File: src/rtl/delay_timer.sv
// delay_timer: one-shot prescaled delay timer answering the START/RDY handshake
module delay_timer #(
  parameter int PRESCALE = 50000,
  parameter int WIDTH = 16
) (
  input  logic             clk,
  input  logic             reset,
  input  logic             START,
  input  logic [WIDTH-1:0] TICKS,
  input  logic             CANCEL,
  output logic             RDY,
  output logic             BUSY,
  output logic [WIDTH-1:0] REMAIN
);
  localparam int PW = PRESCALE > 1 ? $clog2(PRESCALE) : 1;
  localparam logic [PW-1:0] PMAX = PW'(PRESCALE - 1);
  typedef enum logic [1:0] {IDLE, RUN, DONE} state_t;
  state_t state, state_nxt;
  logic [PW-1:0] pre, pre_nxt;
  logic [WIDTH-1:0] rem_nxt;
  logic wrap;
  assign wrap = pre == PMAX;
  // state, prescaler and remaining-tick registers
  always_ff @(posedge clk or negedge reset)
    if (!reset) begin
      state  <= IDLE;
      pre    <= '0;
      REMAIN <= '0;
    end else begin
      state  <= state_nxt;
      pre    <= pre_nxt;
      REMAIN <= rem_nxt;
    end
  // cancel beats start beats counting; a tick is consumed on each prescaler wrap
  always_comb begin
    state_nxt = state;
    pre_nxt = pre;
    rem_nxt = REMAIN;
    if (CANCEL) begin
      state_nxt = IDLE;
      pre_nxt = '0;
      rem_nxt = '0;
    end else if (START) begin
      state_nxt = RUN;
      pre_nxt = '0;
      rem_nxt = TICKS;
    end else if (state == RUN) begin
      if (REMAIN == '0) state_nxt = DONE;
      else begin
        pre_nxt = wrap ? '0 : pre + PW'(1);
        rem_nxt = wrap ? REMAIN - WIDTH'(1) : REMAIN;
        state_nxt = (wrap && REMAIN == WIDTH'(1)) ? DONE : RUN;
      end
    end
  end
  // handshake outputs decoded from the registered state
  always_comb begin
    RDY = state == DONE;
    BUSY = state == RUN;
  end
endmodule

File: config.mk
export PLATFORM = sky130hd
export DESIGN_NAME = delay_timer
export DESIGN_NICKNAME = d
export VERILOG_FILES = /design/src/rtl/delay_timer.sv
export SDC_FILE = /design/constraint.sdc
export NUM_CORES = 1
export LEC_CHECK = 0
export CORE_MARGIN = 5
export CORE_UTILIZATION = 50
export DETAILED_ROUTE_END_ITERATION = 10
export HOLD_SLACK_MARGIN = 0.15
export PLACE_DENSITY = 0.78
export RECOVER_POWER = 25
export SYNTH_ARGS = -nofsm -noshare
export SYNTH_HDL_FRONTEND = slang
export SYNTH_SLANG_ARGS = --single-unit
File: constraint.sdc
create_clock -name clk -period 4 [get_ports clk]
set_input_delay 0.8 -clock clk [delete_from_list [all_inputs] [get_ports clk]]
set_output_delay 0.8 -clock clk [all_outputs]
set_load 0.03 [all_outputs]
Yosys cells after proc, flatten, opt, wreduce, memory -nomap -nowiden

Index checks and enable logic that the tools add are counted.

Add/subtract/negate cells: 2
Multiply operators: 0
Div/mod/pow operators: 0
$lt $le $gt $ge: 0
Eq/ne operators: 5
Shifts and indexed selects: 0
Muxes and demuxes: 15
Bitwise gates (word level): 0
Reduce and logical (&&, ||, !) cells: 6

Operators by type and width:

| operator                                                                | count |
|---|---|
| 16-bit two-way mux                                                      | 10 |
| 16-bit by 1-bit adder with 16-bit output (second input constant)        | 1 |
| 16-bit by 1-bit equality test with 1-bit output (second input constant) | 1 |
| 16-bit equality test (second input constant)                            | 1 |
| 16-bit zero test                                                        | 1 |
| 16-bit by 1-bit subtractor with 16-bit output (second input constant)   | 1 |
| 2-bit two-way mux                                                       | 5 |
| 3-bit nonzero test                                                      | 2 |
| 3-bit inequality test (second input constant)                           | 1 |
| 3-bit AND reduction                                                     | 1 |
| 2-bit by 1-bit equality test with 1-bit output (second input constant)  | 1 |
| 2-bit equality test (second input constant)                             | 1 |
| 2-bit AND reduction                                                     | 1 |
| 1-bit logical AND                                                       | 1 |

Register bits after elaboration: 34
Latch bits: 0
Bits in writable memories: 0
Bits in read-only memories: 0
Input port bits: 20
Output and inout port bits: 18
Word-level logic and storage cells: 31
Memories kept: 0

Logic depth before layout (Yosys ltp)

Gate-level depths: netlist (run 1).

Word-level depth: 7
Mapped depth: 8
Gate-level depth less buffers: 7

Worst setup path after synthesis (run 1)

OpenSTA, ideal clock, no wires.

Kind: flip-flop to flip-flop
Start: reg REMAIN[0]
End: reg REMAIN[11]
Setup time: 0.121 ns
Data arrival time: 2.398 ns
Data required time: 3.879 ns
Path slack: 1.482 ns
Cell stages (with the launch flop): 9
Buffers on the path: 1
Clock period less this slack: 2.518 ns
Path through: dfrtp_1 -> inv_1 -> ha_1 -> nor3b_1 -> nand4_1 -> a21oi_1 -> buf_2 -> o41ai_1 -> a22o_1

Cells in the longest elaborated chain, start to end: 6
Elaborated cells on any way between the ends: 9
Classes of those cells: 1 x add/sub; 1 x eq/ne; 5 x mux; 2 x reduce/logical

Ends and longest elaborated chain:

| item                                          | line | source |
|---|---|---|
| start, declared                               | 13   | `output logic [WIDTH-1:0] REMAIN` |
| start signal, assigned                        | 32   | `REMAIN <= rem_nxt;` |
| 16-bit by 1-bit subtractor with 16-bit output | 51   | `rem_nxt = wrap ? REMAIN - WIDTH'(1) : REMAIN;` |
| 16-bit two-way mux                            | 51   |  |
| 16-bit two-way mux                            | 48   | `if (REMAIN == '0) state_nxt = DONE;` |
| 16-bit two-way mux                            | 47   | `end else if (state == RUN) begin` |
| 16-bit two-way mux                            | 43   | `end else if (START) begin` |
| 16-bit two-way mux                            | 39   | `if (CANCEL) begin` |

Several ways; a longest one is shown, not always the timed one. The select of a mux whose other input is x is not followed.
A chain may end at the register's enable or synchronous reset.

Worst setup path after layout (run 1)

Start: reg REMAIN[0]
End: reg REMAIN[7]

Same word-level chain as after synthesis.

==> out/qor.txt, run 1 <==
status = finished, violations left
failing checks = capacitance limit, slew limit
Post CTS Setup Buffer Count = 0
most common cell after layout, fill and taps aside = clkdlybuf4s50_1
commonest cells after routing, fill and taps aside = clkdlybuf4s50_1, dfrtp_1, o21ai_0
diode count = 0
CP Launch Type = register
H-tree levels = 2
io pins = 38
synthesized cell area = 2110 µm²
CTS tree = built
maximum VDD drop = 0.163 mV
max cap viols = 1
Fin. Hold Viols = 0
final WL = 5390 µm
vias post-DR = 2,078
Final TNS setup = 0 ns
pin count of the biggest net entering global routing = 35
drt wl/cell = 16.2 µm
Avg Cell Area, Syn = 8.57 µm²
PostCTS Resize Cnt = 0
Syn-to-layout area delta = 22.9%
worst hold slack = 0.512 ns
Vias per Instance = 6.24
Slew HR = -26.8%
Cell variety after synth = 48
post-synth top area cell = dfrtp_1
hold buffers post-CTS = 0
Die Footprint = 5610 µm²
layout cells sized above 1 = 7.42%
overall routing resource usage = 20.5%
critical path required time = 4.17 ns
WS Path Type = register to register
Die W = 74.9 µm
worst hold path class = register to register
post-synthesis register bit count = 34
Clock Pin Slew Worst Setup and Hold Paths = 0.08 ns
P_leak = 0.00103 µW
Post-Syn Instances = 246
Final period util = 70.3%
Initial Utilization = 52.3%
first-pass GRT wire length = 9090 µm
initial antenna violation count = 0
DRC Markers = 0
register area = 851 µm²
DP Wirelength = 3790 µm
CTS root buf = clkbuf_8
Routed Antenna Nets = 0
post-synth net total = 269
Peak Freq = 0.356 GHz
gpl congestion = 0.813
DRT Pass-1 Iters = 4
Place WS = 0.961 ns
grt ovf = 0
vias in the first global route = 2,036
clk buf depth = 2
Slew Limit Fails = 35
buffers added on ports = 37
TritonCTS Buffers = 5
Tmin final = 2.81 ns
RSZ-0062 raised after global routing = no
Core ar. = 4030 µm²
final worst setup slack = 1.19 ns
CP endpoint kind = register
footprint of the multi-input gates = 1160 µm²
arrival time worst endpoint = 2.99 ns
fillers = 350
final setup fails = 0
Final Net Count = 306
top cell type's share of synthesized area = 40.4%
DRT iter0 DRCs = 90
Setup Skew = 0.0104 ns
Seq/Total Area, Yosys = 40.4%
CP Max Fanout = 19
Worst-Skew Late Latency = 0.29 ns
PD cells = 337 nW/µm²
clock sink total = 34
Warnings, synthesis = 0
Die Ht = 74.9 µm
actual slew at the worst max-slew pin = 1.90 ns
# rows = 23
top post-synthesis cells by area = dfrtp_1, o21ai_0, a21oi_1
[path summary, 6_finish.rpt]
kind	from	to	slack [ns]	depth (start not counted)
setup / recovery	REMAIN[0]	REMAIN[7]	1.19	8
hold / removal	pre[8]	pre[8]	0.51	1
setup reg to reg	REMAIN[0]	REMAIN[7]	1.19	8
hold reg to reg	pre[8]	pre[8]	0.51	1
max in group asynchronous	reset	pre[15]	1.33	2
min in group asynchronous	reset	state[1]	1.57	2
[power breakdown]
group | internal, µW | switching, µW | total (µW)
clock network | 117 | 130 | 247
registers | 363 | 30.4 | 394
logic | 95.1 | 135 | 230
[logic make-up after synthesis]
| group | after synthesis | synth area share [%] |
|---|---|---|
| AOI/OAI and AO/OA | 91 | 27.4 |
| xor gates and xnor gates | 1 | 0.416 |
| adders and majority gates | 3 | 1.78 |
| buffers and inverters | 20 | 4.45 |
| DFF | 34 | 40.4 |
| and+or+nand+nor | 97 | 25.5 |
[per-layer routing]
layer	wire length (µm)	global-route usage [%]	share of wire, %	vias to the layer above
li1	-	-	-	1000
met1	2420	27.6	45	1006
met2	2640	33.0	49	63
met3	247	3.34	4.6	9
met4	76	8.30	1.4	0
met5	0	0	0	-
[synth_stat cells (all sizes together)]
master and number:
nor2b 2, or3 4, inv 7, a31oi 3, and4 1, o2bb2ai 1
nor4 5, clkbuf 7, nor3 8, or2b 1, a22oi 3, ha 3
a31o 1, o21a 4, a22o 3, o31ai 7, nand2 19, xnor2 1
nand2b 4, clkinv 1, o311a 1, or2 1, o211ai 1, nand4b 1
o21ai 30, nand3 10, buf 5, or4bb 2, o41ai 4, o21bai 2
or4 6, dfrtp 34, or4b 1, a211oi 2, and3 6, a41oi 2
nand4 3, nor2 22, nor3b 1, a21oi 25, o311ai 2
[state kept, by name, indices dropped and copies added, names as in the netlist]
name    flops
pre        16
REMAIN     16
state       2
[area by class of cell]
| cell class | count | share of cell area (%) |
|---|---|---|
| clock buffer | 5 | 2.66 |
| sequential | 34 | 32.9 |
| clock inverter | 2 | 0.387 |
| timing repair buffer | 42 | 15.6 |
| tap | 50 | 2.42 |
| inverter | 8 | 1.16 |
| multi-input combinational | 192 | 44.9 |
[worst max-delay path, cell delays in order, from the launching register on]
cell and delay, ns:
dfrtp_1 0.46, inv_1 0.13, ha_1 0.26, nor3b_1 0.22, buf_4 0.19, nand4_1 0.26
a31oi_2 0.83, o21ai_0 0.22, o311ai_0 0.12
[per-stage QoR]
step                      util (%)  power, µW  cells  cell area, µm²
after global placement        62.4        628    326            2510
after detailed placement      62.4        630    326            2510
after floorplan                  -        530    246            2110
final                         64.3        871    333            2590
after global routing          64.3        905    333            2590
after CTS                     64.3        874    333            2590
Power figures use the tool's default switching activity.
==> inputs of run 2 (changes only) <==
--- a/config.mk
+++ b/config.mk
@@ -6,10 +6,10 @@
 export NUM_CORES = 1
 export LEC_CHECK = 0
 export CORE_MARGIN = 5
-export CORE_UTILIZATION = 50
+export CORE_UTILIZATION = 47
 export DETAILED_ROUTE_END_ITERATION = 10
 export HOLD_SLACK_MARGIN = 0.15
-export PLACE_DENSITY = 0.78
+export PLACE_DENSITY = 0.77
 export RECOVER_POWER = 25
 export SYNTH_ARGS = -nofsm -noshare
 export SYNTH_HDL_FRONTEND = slang
==> constraint.sdc (replaced) <==
create_clock -name clk -period 2.34 [get_ports clk]
set_input_delay 0.468 -clock clk [delete_from_list [all_inputs] [get_ports clk]]
set_output_delay 0.468 -clock clk [all_outputs]
set_load 0.03 [all_outputs]
==> out/qor.txt, run 2 (synthesis gave the netlist of run 1 again) <==
drt wl/cell = 15.8 µm (-2.4%)
initial antenna violation count = 0 (unchanged)
DRT iter0 DRCs = 144 (+60%)
final setup fails = 1 (+1)
Fin. Hold Viols = 0 (unchanged)
post-layout util = 64.7% (+0.46 points)
Slew Limit Fails = 0 (-100%)
Setup Skew = 0.00269 ns (-0.00773 ns)
diode count = 0 (unchanged)
register area = 851 µm² (unchanged)
Critical R2R Launch = pre[13]
pin count of the biggest net entering global routing = 35 (unchanged)
Final period util = 101% (+30 points)
buffers added on ports = 37 (unchanged)
clock sink total = 34 (unchanged)
PD cells = 577 nW/µm² (+71%)
Routed Antenna Nets = 0 (unchanged)
failing checks = setup timing
Core ar. = 4350 µm² (+8.1%)
sequential power share = 40.8% (-4.4 points)
FF-to-FF setup slack = -0.01 ns (-1.20 ns)
final worst setup slack = -0.0140 ns (-1.20 ns)
WS Path Type = register to register
CP Launch Type = register
CP Max Fanout = 5 (-14)
layout cells sized above 1 = 15.6% (+8.2 points)
Die Footprint = 5920 µm² (+5.5%)
Final Net Count = 329 (+7.5%)
Worst Hold Depth = 1 (unchanged)
vias post-DR = 2,139 (+2.9%)
Tmin final = 2.35 ns (-0.459 ns)
critical path required time = 2.55 ns (-1.62 ns)
first-pass GRT wire length = 9440 µm (+3.8%)
CP endpoint kind = register
Hold Startpoint = pre[8]
CTS tree = built
arrival time worst endpoint = 2.57 ns (-0.42 ns)
Die Ht = 77.0 µm (+2.7%)
Syn-to-layout area delta = 33.7%
commonest cells after routing, fill and taps aside = clkdlybuf4s50_1, dfrtp_1, o21ai_0
clock power share = 31.9% (+3.5 points)
clk buf depth = 2 (unchanged)
R2R Path End = state[1]
P_sw = 512 µW (+73%)
DRC Markers = 0 (unchanged)
Worst-Skew Late Latency = 0.29 ns (about the same)
io pins = 38 (unchanged)
# rows = 24 (+4.3%)
power share of the combinational group = 27.3% (+0.9 points)
top flop regs = REMAIN: 16 flops, pre: 16 flops, state: 2 flops
placed inst area = 2700 µm² (+7.4%)
Switching Share = 31.5% (-2.4 points)
status = finished, violations left
Design Area, Final = 2820 µm² (+8.8%)
Initial Utilization = 48.4% (-3.9 points)
max cap viols = 0 (-1)
DRT Pass-1 Iters = 4 (unchanged)
Slew HR = 42.0% (+69 points)
vias in the first global route = 1,997 (-1.9%)
Peak Freq = 0.425 GHz (+19%)
DP Wirelength = 4030 µm (+6.3%)
grt ovf = 0 (unchanged)
actual slew at the worst max-slew pin = 0.870 ns (-1.03 ns)
overall routing resource usage = 19.4% (-1.1 points)
Final TNS setup = -0.0140 ns (-0.0140 ns)
Clock Pin Slew Worst Setup and Hold Paths = 0.07 ns (about the same)
Die W = 77.0 µm (+2.7%)
cell internal pwr = 1110 µW (+94%)
Worst R2R Path Depth = 6 (-2)
gpl congestion = 0.874 (+7.5%)
Vias per Instance = 5.96 (-4.5%)
CTS root buf = clkbuf_8
RSZ-0062 raised after global routing = yes
P_leak = 0.00118 µW (+14%)
most common cell after layout, fill and taps aside = clkdlybuf4s50_1
maximum VDD drop = 0.362 mV (+120%)
H-tree levels = 2 (unchanged)
fillers = 368 (+5.1%)
WHS Endpoint = pre[8]
worst hold path class = register to register
footprint of the multi-input gates = 1170 µm² (+0.75%)
final WL = 5670 µm (+5.3%)
TritonCTS Buffers = 5 (unchanged)
run 2: cell types whose count changed in the layout (fill, tap and decap cells not counted), sizes merged:
cell,delta
clkbuf,+3
clkinv,-2
buf,+23
run 2: power by group through the flow:
stage                     Sequential [µW]  Combinational [µW]  Clock (µW)
final                                 663                 445         519
after global routing                  668                 483         562
after CTS                             663                 441         530
after detailed placement              674                 439           0
after global placement                673                 436           0
after floorplan                       733                 175           0
run 2: area by class of cell:
class                           count  share of cell area (%)
Clock buffer                        8                    3.91
Inverter                            8                    1.07
Multi-Input combinational cell    192                    41.6
Tap cell                           52                    2.31
Timing Repair Buffer               65                    21.0
Sequential cell                    34                    30.2
run 2: timing repair:
item,in CTS,in global routing
hold buffers,0,0
endpoints found under the setup margin,0,3
setup buffers,0,1
resized for setup,0,1
run 2: worst max-delay path by stage:
stage                         start          to  slack [ns]  depth (start not counted)
after floorplan           REMAIN[0]  REMAIN[11]        0.02                          8
after global placement        START      pre[7]        0.06                          5
after detailed placement    pre[13]    state[1]        0.03                          6
after CTS                   pre[13]    state[1]       0.009                          6
after global routing        pre[13]    state[1]       -0.06                          6
final                       pre[13]    state[1]       -0.01                          6
run 2: critical path, stage by stage, from the launching register on:
cell and delay, ns:
dfrtp_1 0.40, or4bb_4 0.57, nor4_4 0.42, buf_4 0.19
a21oi_2 0.06, or4_1 0.48, a21oi_1 0.16
run 2: metal layers:
layer | wire, µm | global-route usage, % | part of all wire, % | vias to the layer above
met1 | 2560 | 25.4 | 45 | 1015
met5 | 0 | 0 | 0 | -
met4 | 70 | 5.59 | 1.2 | 0
met3 | 323 | 4.22 | 5.7 | 7
met2 | 2720 | 32.1 | 48 | 70
li1 | - | - | - | 1047
run 2: metrics by stage:
| stage | setup WS [ns] | std cells | hold slack [ns] | total power [µW] |
|---|---|---|---|---|
| after detailed placement | 0.0326 | 350 | 0.505 | 1110 |
| after floorplan | 0.0212 | 246 | 0.172 | 909 |
| after global routing | -0.0552 | 359 | 0.551 | 1710 |
| final | -0.0140 | 359 | 0.504 | 1630 |
| after global placement | 0.0648 | 350 | 0.490 | 1110 |
| after CTS | 0.00927 | 358 | 0.507 | 1630 |
